[src/rtl/doraemon_tx_if.sv]
// Consumer-side link of the doraemon record interface.
// master (doraemon_tx): drives in_valid and the record fields, and receives
//   ready plus the out_valid/out result strobe.
// slave (CDC consumer): the mirror image of master.
interface doraemon_tx_if;
    logic       ready;
    logic       in_valid;
    logic [4:0] doraemon_id;
    logic [7:0] size;
    logic [7:0] iq_score;
    logic [7:0] eq_score;
    logic [2:0] size_weight;
    logic [2:0] iq_weight;
    logic [2:0] eq_weight;
    logic       out_valid;
    logic [7:0] out;

    modport master (
        input  ready, out_valid, out,
        output in_valid, doraemon_id, size, iq_score, eq_score,
               size_weight, iq_weight, eq_weight
    );

    modport slave (
        output ready, out_valid, out,
        input  in_valid, doraemon_id, size, iq_score, eq_score,
               size_weight, iq_weight, eq_weight
    );
endinterface

[src/rtl/doraemon_tx.sv]
// doraemon_tx: transmit side of the doraemon record interface (clk1 domain).
// Host pushes 38-bit records into a small FIFO. One record is issued per
// one-cycle in_valid pulse while the consumer is ready. Consumer results are
// counted against issued records.
// Ports:
//   clk1, rst_n          clock, synchronous active-low reset
//   push, push_data      host write port {id,size,iq,eq,size_w,iq_w,eq_w}
//   full, empty          FIFO state after the last edge
//   overflow             sticky, set when a push is refused
//   cif (master)         ready/in_valid/record fields/out_valid/out
//   rsp_valid, rsp_data  out_valid/out delayed by one cycle
//   outstanding          issued minus answered records
//   resp_err             sticky, set when a result arrives with nothing outstanding
module doraemon_tx #(
    parameter int unsigned DEPTH     = 4,
    parameter int unsigned GAP       = 1,
    parameter int unsigned MAX_OUTST = 8
) (
    input  logic        clk1,
    input  logic        rst_n,
    input  logic        push,
    input  logic [37:0] push_data,
    output logic        full,
    output logic        empty,
    output logic        overflow,
    doraemon_tx_if.master cif,
    output logic        rsp_valid,
    output logic [7:0]  rsp_data,
    output logic [3:0]  outstanding,
    output logic        resp_err
);
    localparam int unsigned PW       = $clog2(DEPTH);
    localparam int unsigned RW       = 38;
    localparam logic [2:0]  GAP_LAST = 3'((GAP == 0) ? 0 : GAP - 1);
    localparam logic [4:0]  MAX_O    = 5'(MAX_OUTST);

    typedef enum logic [1:0] {
        S_IDLE = 2'd0,
        S_SEND = 2'd1,
        S_GAP  = 2'd2
    } state_t;

    state_t        state_q, state_d;
    logic [2:0]    gap_cnt_q, gap_cnt_d;
    logic [PW:0]   wr_ptr_q, wr_ptr_d;
    logic [PW:0]   rd_ptr_q, rd_ptr_d;
    logic          full_q, full_d;
    logic          empty_q, empty_d;
    logic          overflow_q, overflow_d;
    logic          in_valid_q, in_valid_d;
    logic [RW-1:0] rec_q, rec_d;
    logic [3:0]    outst_q, outst_d;
    logic          resp_err_q, resp_err_d;
    logic          rsp_valid_q, rsp_valid_d;
    logic [7:0]    rsp_data_q, rsp_data_d;

    logic [RW-1:0] mem [DEPTH];

    logic          issue_slot;
    logic          issue;
    logic          push_ok;
    logic          send_now;
    logic [4:0]    outst_eff;

    // Next-state, FIFO pointer, counter and output computation.
    always_comb begin
        state_d     = state_q;
        gap_cnt_d   = gap_cnt_q;
        wr_ptr_d    = wr_ptr_q;
        rd_ptr_d    = rd_ptr_q;
        overflow_d  = overflow_q;
        outst_d     = outst_q;
        resp_err_d  = resp_err_q;
        in_valid_d  = 1'b0;
        rec_d       = '0;
        rsp_valid_d = cif.out_valid;
        rsp_data_d  = cif.out_valid ? cif.out : 8'd0;

        send_now = (state_q == S_SEND);

        // The issue decision is taken in the cycle just before the next pulse
        // may appear: any IDLE cycle, the last GAP cycle, or the SEND cycle
        // itself when no gap is configured. This yields exactly GAP idle
        // cycles between consecutive pulses.
        case (state_q)
            S_IDLE:  issue_slot = 1'b1;
            S_SEND:  issue_slot = (GAP == 0);
            S_GAP:   issue_slot = (gap_cnt_q == GAP_LAST);
            default: issue_slot = 1'b0;
        endcase

        // A record in SEND has not been counted yet; include it so the
        // outstanding limit can never be exceeded.
        outst_eff = {1'b0, outst_q} + {4'b0, send_now};
        issue     = issue_slot && !empty_q && cif.ready && (outst_eff < MAX_O);
        push_ok   = push && (!full_q || issue);

        case (state_q)
            S_IDLE: begin
                if (issue) state_d = S_SEND;
            end
            S_SEND: begin
                if (GAP == 0) begin
                    state_d = issue ? S_SEND : S_IDLE;
                end else begin
                    state_d   = S_GAP;
                    gap_cnt_d = 3'd0;
                end
            end
            S_GAP: begin
                if (gap_cnt_q == GAP_LAST) begin
                    state_d = issue ? S_SEND : S_IDLE;
                end else begin
                    gap_cnt_d = gap_cnt_q + 3'd1;
                end
            end
            default: state_d = S_IDLE;
        endcase

        if (issue) begin
            in_valid_d = 1'b1;
            rec_d      = mem[rd_ptr_q[PW-1:0]];
        end

        if (push_ok) wr_ptr_d = wr_ptr_q + (PW+1)'(1);
        if (issue)   rd_ptr_d = rd_ptr_q + (PW+1)'(1);
        empty_d = (wr_ptr_d == rd_ptr_d);
        full_d  = (wr_ptr_d[PW] != rd_ptr_d[PW]) &&
                  (wr_ptr_d[PW-1:0] == rd_ptr_d[PW-1:0]);

        if (push && !push_ok) overflow_d = 1'b1;

        // Issue and answer in the same cycle cancel; answers never underflow.
        if (send_now && !cif.out_valid) begin
            outst_d = outst_q + 4'd1;
        end else if (!send_now && cif.out_valid && (outst_q != 4'd0)) begin
            outst_d = outst_q - 4'd1;
        end
        if (cif.out_valid && (outst_q == 4'd0)) resp_err_d = 1'b1;
    end

    // State and output registers.
    always_ff @(posedge clk1) begin
        if (!rst_n) begin
            state_q     <= S_IDLE;
            gap_cnt_q   <= 3'd0;
            wr_ptr_q    <= '0;
            rd_ptr_q    <= '0;
            full_q      <= 1'b0;
            empty_q     <= 1'b1;
            overflow_q  <= 1'b0;
            in_valid_q  <= 1'b0;
            rec_q       <= '0;
            outst_q     <= 4'd0;
            resp_err_q  <= 1'b0;
            rsp_valid_q <= 1'b0;
            rsp_data_q  <= 8'd0;
        end else begin
            state_q     <= state_d;
            gap_cnt_q   <= gap_cnt_d;
            wr_ptr_q    <= wr_ptr_d;
            rd_ptr_q    <= rd_ptr_d;
            full_q      <= full_d;
            empty_q     <= empty_d;
            overflow_q  <= overflow_d;
            in_valid_q  <= in_valid_d;
            rec_q       <= rec_d;
            outst_q     <= outst_d;
            resp_err_q  <= resp_err_d;
            rsp_valid_q <= rsp_valid_d;
            rsp_data_q  <= rsp_data_d;
        end
    end

    // Record storage; contents need no reset since the pointers define validity.
    always_ff @(posedge clk1) begin
        if (rst_n && push_ok) mem[wr_ptr_q[PW-1:0]] <= push_data;
    end

    assign full        = full_q;
    assign empty       = empty_q;
    assign overflow    = overflow_q;
    assign outstanding = outst_q;
    assign resp_err    = resp_err_q;
    assign rsp_valid   = rsp_valid_q;
    assign rsp_data    = rsp_data_q;

    assign cif.in_valid    = in_valid_q;
    assign cif.doraemon_id = rec_q[37:33];
    assign cif.size        = rec_q[32:25];
    assign cif.iq_score    = rec_q[24:17];
    assign cif.eq_score    = rec_q[16:9];
    assign cif.size_weight = rec_q[8:6];
    assign cif.iq_weight   = rec_q[5:3];
    assign cif.eq_weight   = rec_q[2:0];
endmodule
[src/flat_wrapper.sv]
// flat-port wrapper written by rule: the top's interface ports become plain ports
module doraemon_tx_flat 
#(
    parameter int unsigned DEPTH     = 4,
    parameter int unsigned GAP       = 1,
    parameter int unsigned MAX_OUTST = 8
)
  (clk1, rst_n, push, push_data, full, empty, overflow, rsp_valid, rsp_data, outstanding, resp_err, cif_ready, cif_out_valid, cif_out, cif_in_valid, cif_doraemon_id, cif_size, cif_iq_score, cif_eq_score, cif_size_weight, cif_iq_weight, cif_eq_weight);
  doraemon_tx_if cif_i ();
  input  logic clk1;
  input  logic rst_n;
  input  logic push;
  input  logic [37:0] push_data;
  output logic full;
  output logic empty;
  output logic overflow;
  output logic rsp_valid;
  output logic [7:0] rsp_data;
  output logic [3:0] outstanding;
  output logic resp_err;
  input wire logic [$bits(cif_i.ready)-1:0] cif_ready;
  input wire logic [$bits(cif_i.out_valid)-1:0] cif_out_valid;
  input wire logic [$bits(cif_i.out)-1:0] cif_out;
  output wire logic [$bits(cif_i.in_valid)-1:0] cif_in_valid;
  output wire logic [$bits(cif_i.doraemon_id)-1:0] cif_doraemon_id;
  output wire logic [$bits(cif_i.size)-1:0] cif_size;
  output wire logic [$bits(cif_i.iq_score)-1:0] cif_iq_score;
  output wire logic [$bits(cif_i.eq_score)-1:0] cif_eq_score;
  output wire logic [$bits(cif_i.size_weight)-1:0] cif_size_weight;
  output wire logic [$bits(cif_i.iq_weight)-1:0] cif_iq_weight;
  output wire logic [$bits(cif_i.eq_weight)-1:0] cif_eq_weight;
  assign cif_i.ready = cif_ready;
  assign cif_i.out_valid = cif_out_valid;
  assign cif_i.out = cif_out;
  assign cif_in_valid = cif_i.in_valid;
  assign cif_doraemon_id = cif_i.doraemon_id;
  assign cif_size = cif_i.size;
  assign cif_iq_score = cif_i.iq_score;
  assign cif_eq_score = cif_i.eq_score;
  assign cif_size_weight = cif_i.size_weight;
  assign cif_iq_weight = cif_i.iq_weight;
  assign cif_eq_weight = cif_i.eq_weight;
  doraemon_tx #(.DEPTH(DEPTH), .GAP(GAP), .MAX_OUTST(MAX_OUTST)) u_core (.clk1(clk1), .rst_n(rst_n), .push(push), .push_data(push_data), .full(full), .empty(empty), .overflow(overflow), .cif(cif_i), .rsp_valid(rsp_valid), .rsp_data(rsp_data), .outstanding(outstanding), .resp_err(resp_err));
endmodule
[config.mk]
export PLATFORM = sky130hd
export DESIGN_NAME = doraemon_tx_flat
export DESIGN_NICKNAME = d
export VERILOG_FILES = /design/src/rtl/doraemon_tx_if.sv /design/src/rtl/doraemon_tx.sv /design/src/flat_wrapper.sv
export SDC_FILE = /design/constraint.sdc
export NUM_CORES = 1
export LEC_CHECK = 0
export ABC_AREA = 0
export CORE_AREA = 10 10 188 190
export DETAILED_ROUTE_END_ITERATION = 10
export DIE_AREA = 0 0 198 200
export PLACE_DENSITY = 0.54
export SLEW_MARGIN = 5
export SYNTH_ARGS = -nofsm -noshare
export SYNTH_HDL_FRONTEND = slang
export SYNTH_SLANG_ARGS = --single-unit
export TNS_END_PERCENT = 10
[constraint.sdc]
create_clock -name clk1 -period 16.47 [get_ports clk1]
set_clock_uncertainty 0.1 [all_clocks]
set_input_delay 4.941 -clock clk1 [delete_from_list [all_inputs] [get_ports clk1]]
set_output_delay 4.941 -clock clk1 [all_outputs]
set_load 0.02 [all_outputs]
==> metrics.md <==
| Metric | Value |
|---|---|
| Outcome | complete, no violations |
| Area Overhead vs Synth | 28.3% |
| Dpl cells | around 910 |
| Peak VDD IR | about 0.06 mV |
| Slew Limit Fails | 0 |
| Top delay family on crit path | buffers and inverters |
| Post-synthesis sequential area ratio | around 75% |
| RSZ-0062 raised after global routing | no |
| CP endpoint kind | register |
| Post-Syn Nets | between 400 and 500 |
| Die width | 198 um |
| Setup_tns | 0 ns |
| Number of global-route vias before repair | between 4000 and 5000 |
| Die Ht | approximately 200 um |
| Die area | between 0.03 and 0.04 mm^2 |
| Clock slew at reported path FFs | 0.06 ns |
| Cts repair resizes | 0 |
| Initial antenna violation count | 0 |
| Hold Fails Final Rpt | 0 |
| Max-cap viol count | 0 |
| Worst slew pin tran | roughly 1.1 ns |
| Slowest CP cell | and2_2 |
| Htree depth | 1 |
| Drt drc | 0 |
| Initial Util | 24.9% |
| Worst-skew pair later-pin latency | about 0.51 ns |
| Diode count | 0 |
| Final ANT Viol Nets | 0 |
| Worst setup SP type | primary input |
| # rows | 65 |
| Maximum number of pins on one net before global-route repair | 53 |
| DRT iter0 DRCs | ~170 |
| Arr. time, crit path | between 7 and 8 ns |
| Max_slew headroom | a little under a quarter |
| PwrDens | 130 mW/mm^2 |
| Max Fclk | 0.132 GHz |
| CTS buffer count | 23 |
| Final setup violating endpoints | 0 |
| IO Pins | 107 |
| Post-synth cell types | 39 |
| Hold crit path type | reg2reg |
| GRT Total Usage | 8.57% |
| Cells after Synth | between 400 and 500 |
| Ys Warns | 0 |
| Share of layout cells above drive strength 1 | between 15 and 20% |
| DR vias | about 4000 |
| Routed wire per std cell | 18.3 um |
| Crit path buf inv count | 2 |
| Final Core Density | 32.0% |
| RD Place Congestion | roughly 0.7 |
| Filler cell count in the final layout | slightly above 3000 |
| Vias per inst | 4.19 |
| WL final | around 17000 um |
| WS Path Type | in2reg |
| Fin crit share | between 40% and 50% |
| CTS Root Cell | clkbuf_16 |
| Crit Path Max Fanout | 52 |
| Hold_buf cts | 0 |
| Total Nets Final | around 590 |
| Gr ovfl total | 0 |
| Post-CTS setup buffers | 0 |
| First-pass GRT wire length | 26000 um |
| Core area | around 0.031 mm^2 |
| TritonRoute pass-1 iters | 4 |
| HPWL after detailed placement | between 10000 and 15000 um |
| Clk sinks | between 200 and 250 |
| Synth Register Bits | between 200 and 250 |
| Total power | between 1 and 1.5 mW |
| Pleak | around 3.4 nW |
| Final min period | about 7.6 ns |
| Worst EP required | roughly 16 ns |
| Post-synth EDFFs | ~150 |
| Delay of the slowest critical-path stage | 0.88 ns |
| Clk buf depth | 3 |
| Worst-path cell chain | buf_2 -> clkinv_1 -> nor2_1 -> and2_2 |
| Avg Cell Area, Syn | roughly 19 um^2 |
| Mapped Area | 0.00783 mm^2 |
| CTS tree | built |
| Synth async-reset ratio | 0% |
| Final cell count without fillers | around 950 |
| Dominant synthesized flop cell | edfxtp_1 |
| PortBufs | ~110 |
## placed cells by master, fill, tap and decap left out, types with 6 or more instances in the layout
| cell | instances |
|---|---|
| inv_1 | 8 |
| edfxtp_1 | 152 |
| clkbuf_16 | 23 |
| nor2_1 | 16 |
| mux2i_1 | 6 |
| ha_1 | 9 |
| clkbuf_1 | 6 |
| mux4_2 | 38 |
| xnor2_1 | 7 |
| clkdlybuf4s50_1 | 105 |
| and3_1 | 46 |
| dfxtp_1 | 65 |
## power breakdown
| group | internal (mW) | switching (mW) |
|---|---|---|
| registers | 0.616 | 0.0306 |
| logic | 0.0903 | 0.0728 |
| clock network | 0.290 | 0.207 |
| total | 0.996 | 0.310 |
## routing by layer
metal  up-vias  GRT usage, %  wire [um]
li1       1839             -          -
met1      1979          10.0       7020
met2       113          15.1       8700
met3        29          2.58       1210
met4         0          2.16        337
met5         -             0          0
## worst reg2reg max path, cell delays in order (launching register included)
cell	delay, ns
dfxtp_1	0.42
nor4b_4	0.41
a21boi_4	0.95
mux2i_1	0.35
xor2_1	0.24
and4b_1	0.22
## metrics by stage
| step | worst slack (ns) | hold WS, ns | area [um^2] |
|---|---|---|---|
| floorplan | 7.89 | 0.380 | 7830 |
| global placement | 8.41 | 0.362 | 9320 |
| detailed placement | 8.21 | 0.368 | 9320 |
| CTS | 8.77 | 0.386 | 10000 |
| global route | 8.55 | 0.414 | 10000 |
| finish | 8.90 | 0.385 | 10000 |
## synth_stat cells (all sizes together) (6+ instances only)
cell      n  area (um^2)
edfxtp  152         4560
dfxtp    67         1340
and3     46          288
mux4     38          856
nor2     17         66.3
clkbuf   15         56.3
ha        9          113
inv       8         30.0
xnor2     7         61.3
and2      6         37.5
buf       6         36.3
mux2i     6         60.1
## worst paths after layout
check	startpoint	endpoint	slack, ns	cells past startpoint
max	rst_n	u_core.mem[1][34]$_DFFE_PP_	8.90	4
min	u_core.resp_err$_SDFFE_PN0P_	u_core.resp_err$_SDFFE_PN0P_	0.38	2
max reg2reg	u_core.state_q[0]$_SDFFE_PN0P_	u_core.full$_SDFF_PN0_	13.68	5
min reg2reg	u_core.resp_err$_SDFFE_PN0P_	u_core.resp_err$_SDFFE_PN0P_	0.38	2
## final cells by class
| type | instances | area (um^2) | area share (%) |
|---|---|---|---|
| Inverter | 9 | 33.8 | 0.336 |
| Clock inverter | 12 | 123 | 1.22 |
| Multi-Input combinational cell | 168 | 1810 | 18.0 |
| Sequential cell | 219 | 5910 | 58.9 |
| Timing Repair Buffer | 107 | 1060 | 10.6 |
| Clock buffer | 29 | 598 | 5.96 |
| Tap cell | 402 | 503 | 5.01 |
## state kept, by name, indices dropped and copies added (netlist names)
register             cells
u_core.mem             152
u_core.rec_q            38
u_core.rsp_data          8
u_core.outstanding       4
u_core.gap_cnt_q         3
u_core.rd_ptr_q          3
u_core.wr_ptr_q          3
u_core.state_q           2
u_core.cif.in_valid      1
u_core.empty             1
u_core.full              1
u_core.overflow          1
u_core.resp_err          1
u_core.rsp_valid         1
## kinds of logic (layout without fill, tap and decap cells)
family / Yosys count / count (layout) / share of synthesized area, %
buf+inv: 30 / 157 / 1.61
fa+ha+maj: 10 / 10 / 1.69
flops: 219 / 219 / 75.5
compound gates: 17 / 17 / 1.60
simple gates: 85 / 85 / 6.41
xor+xnor: 12 / 12 / 1.52
mux: 44 / 44 / 11.7
Power figures use the tool's default switching activity.
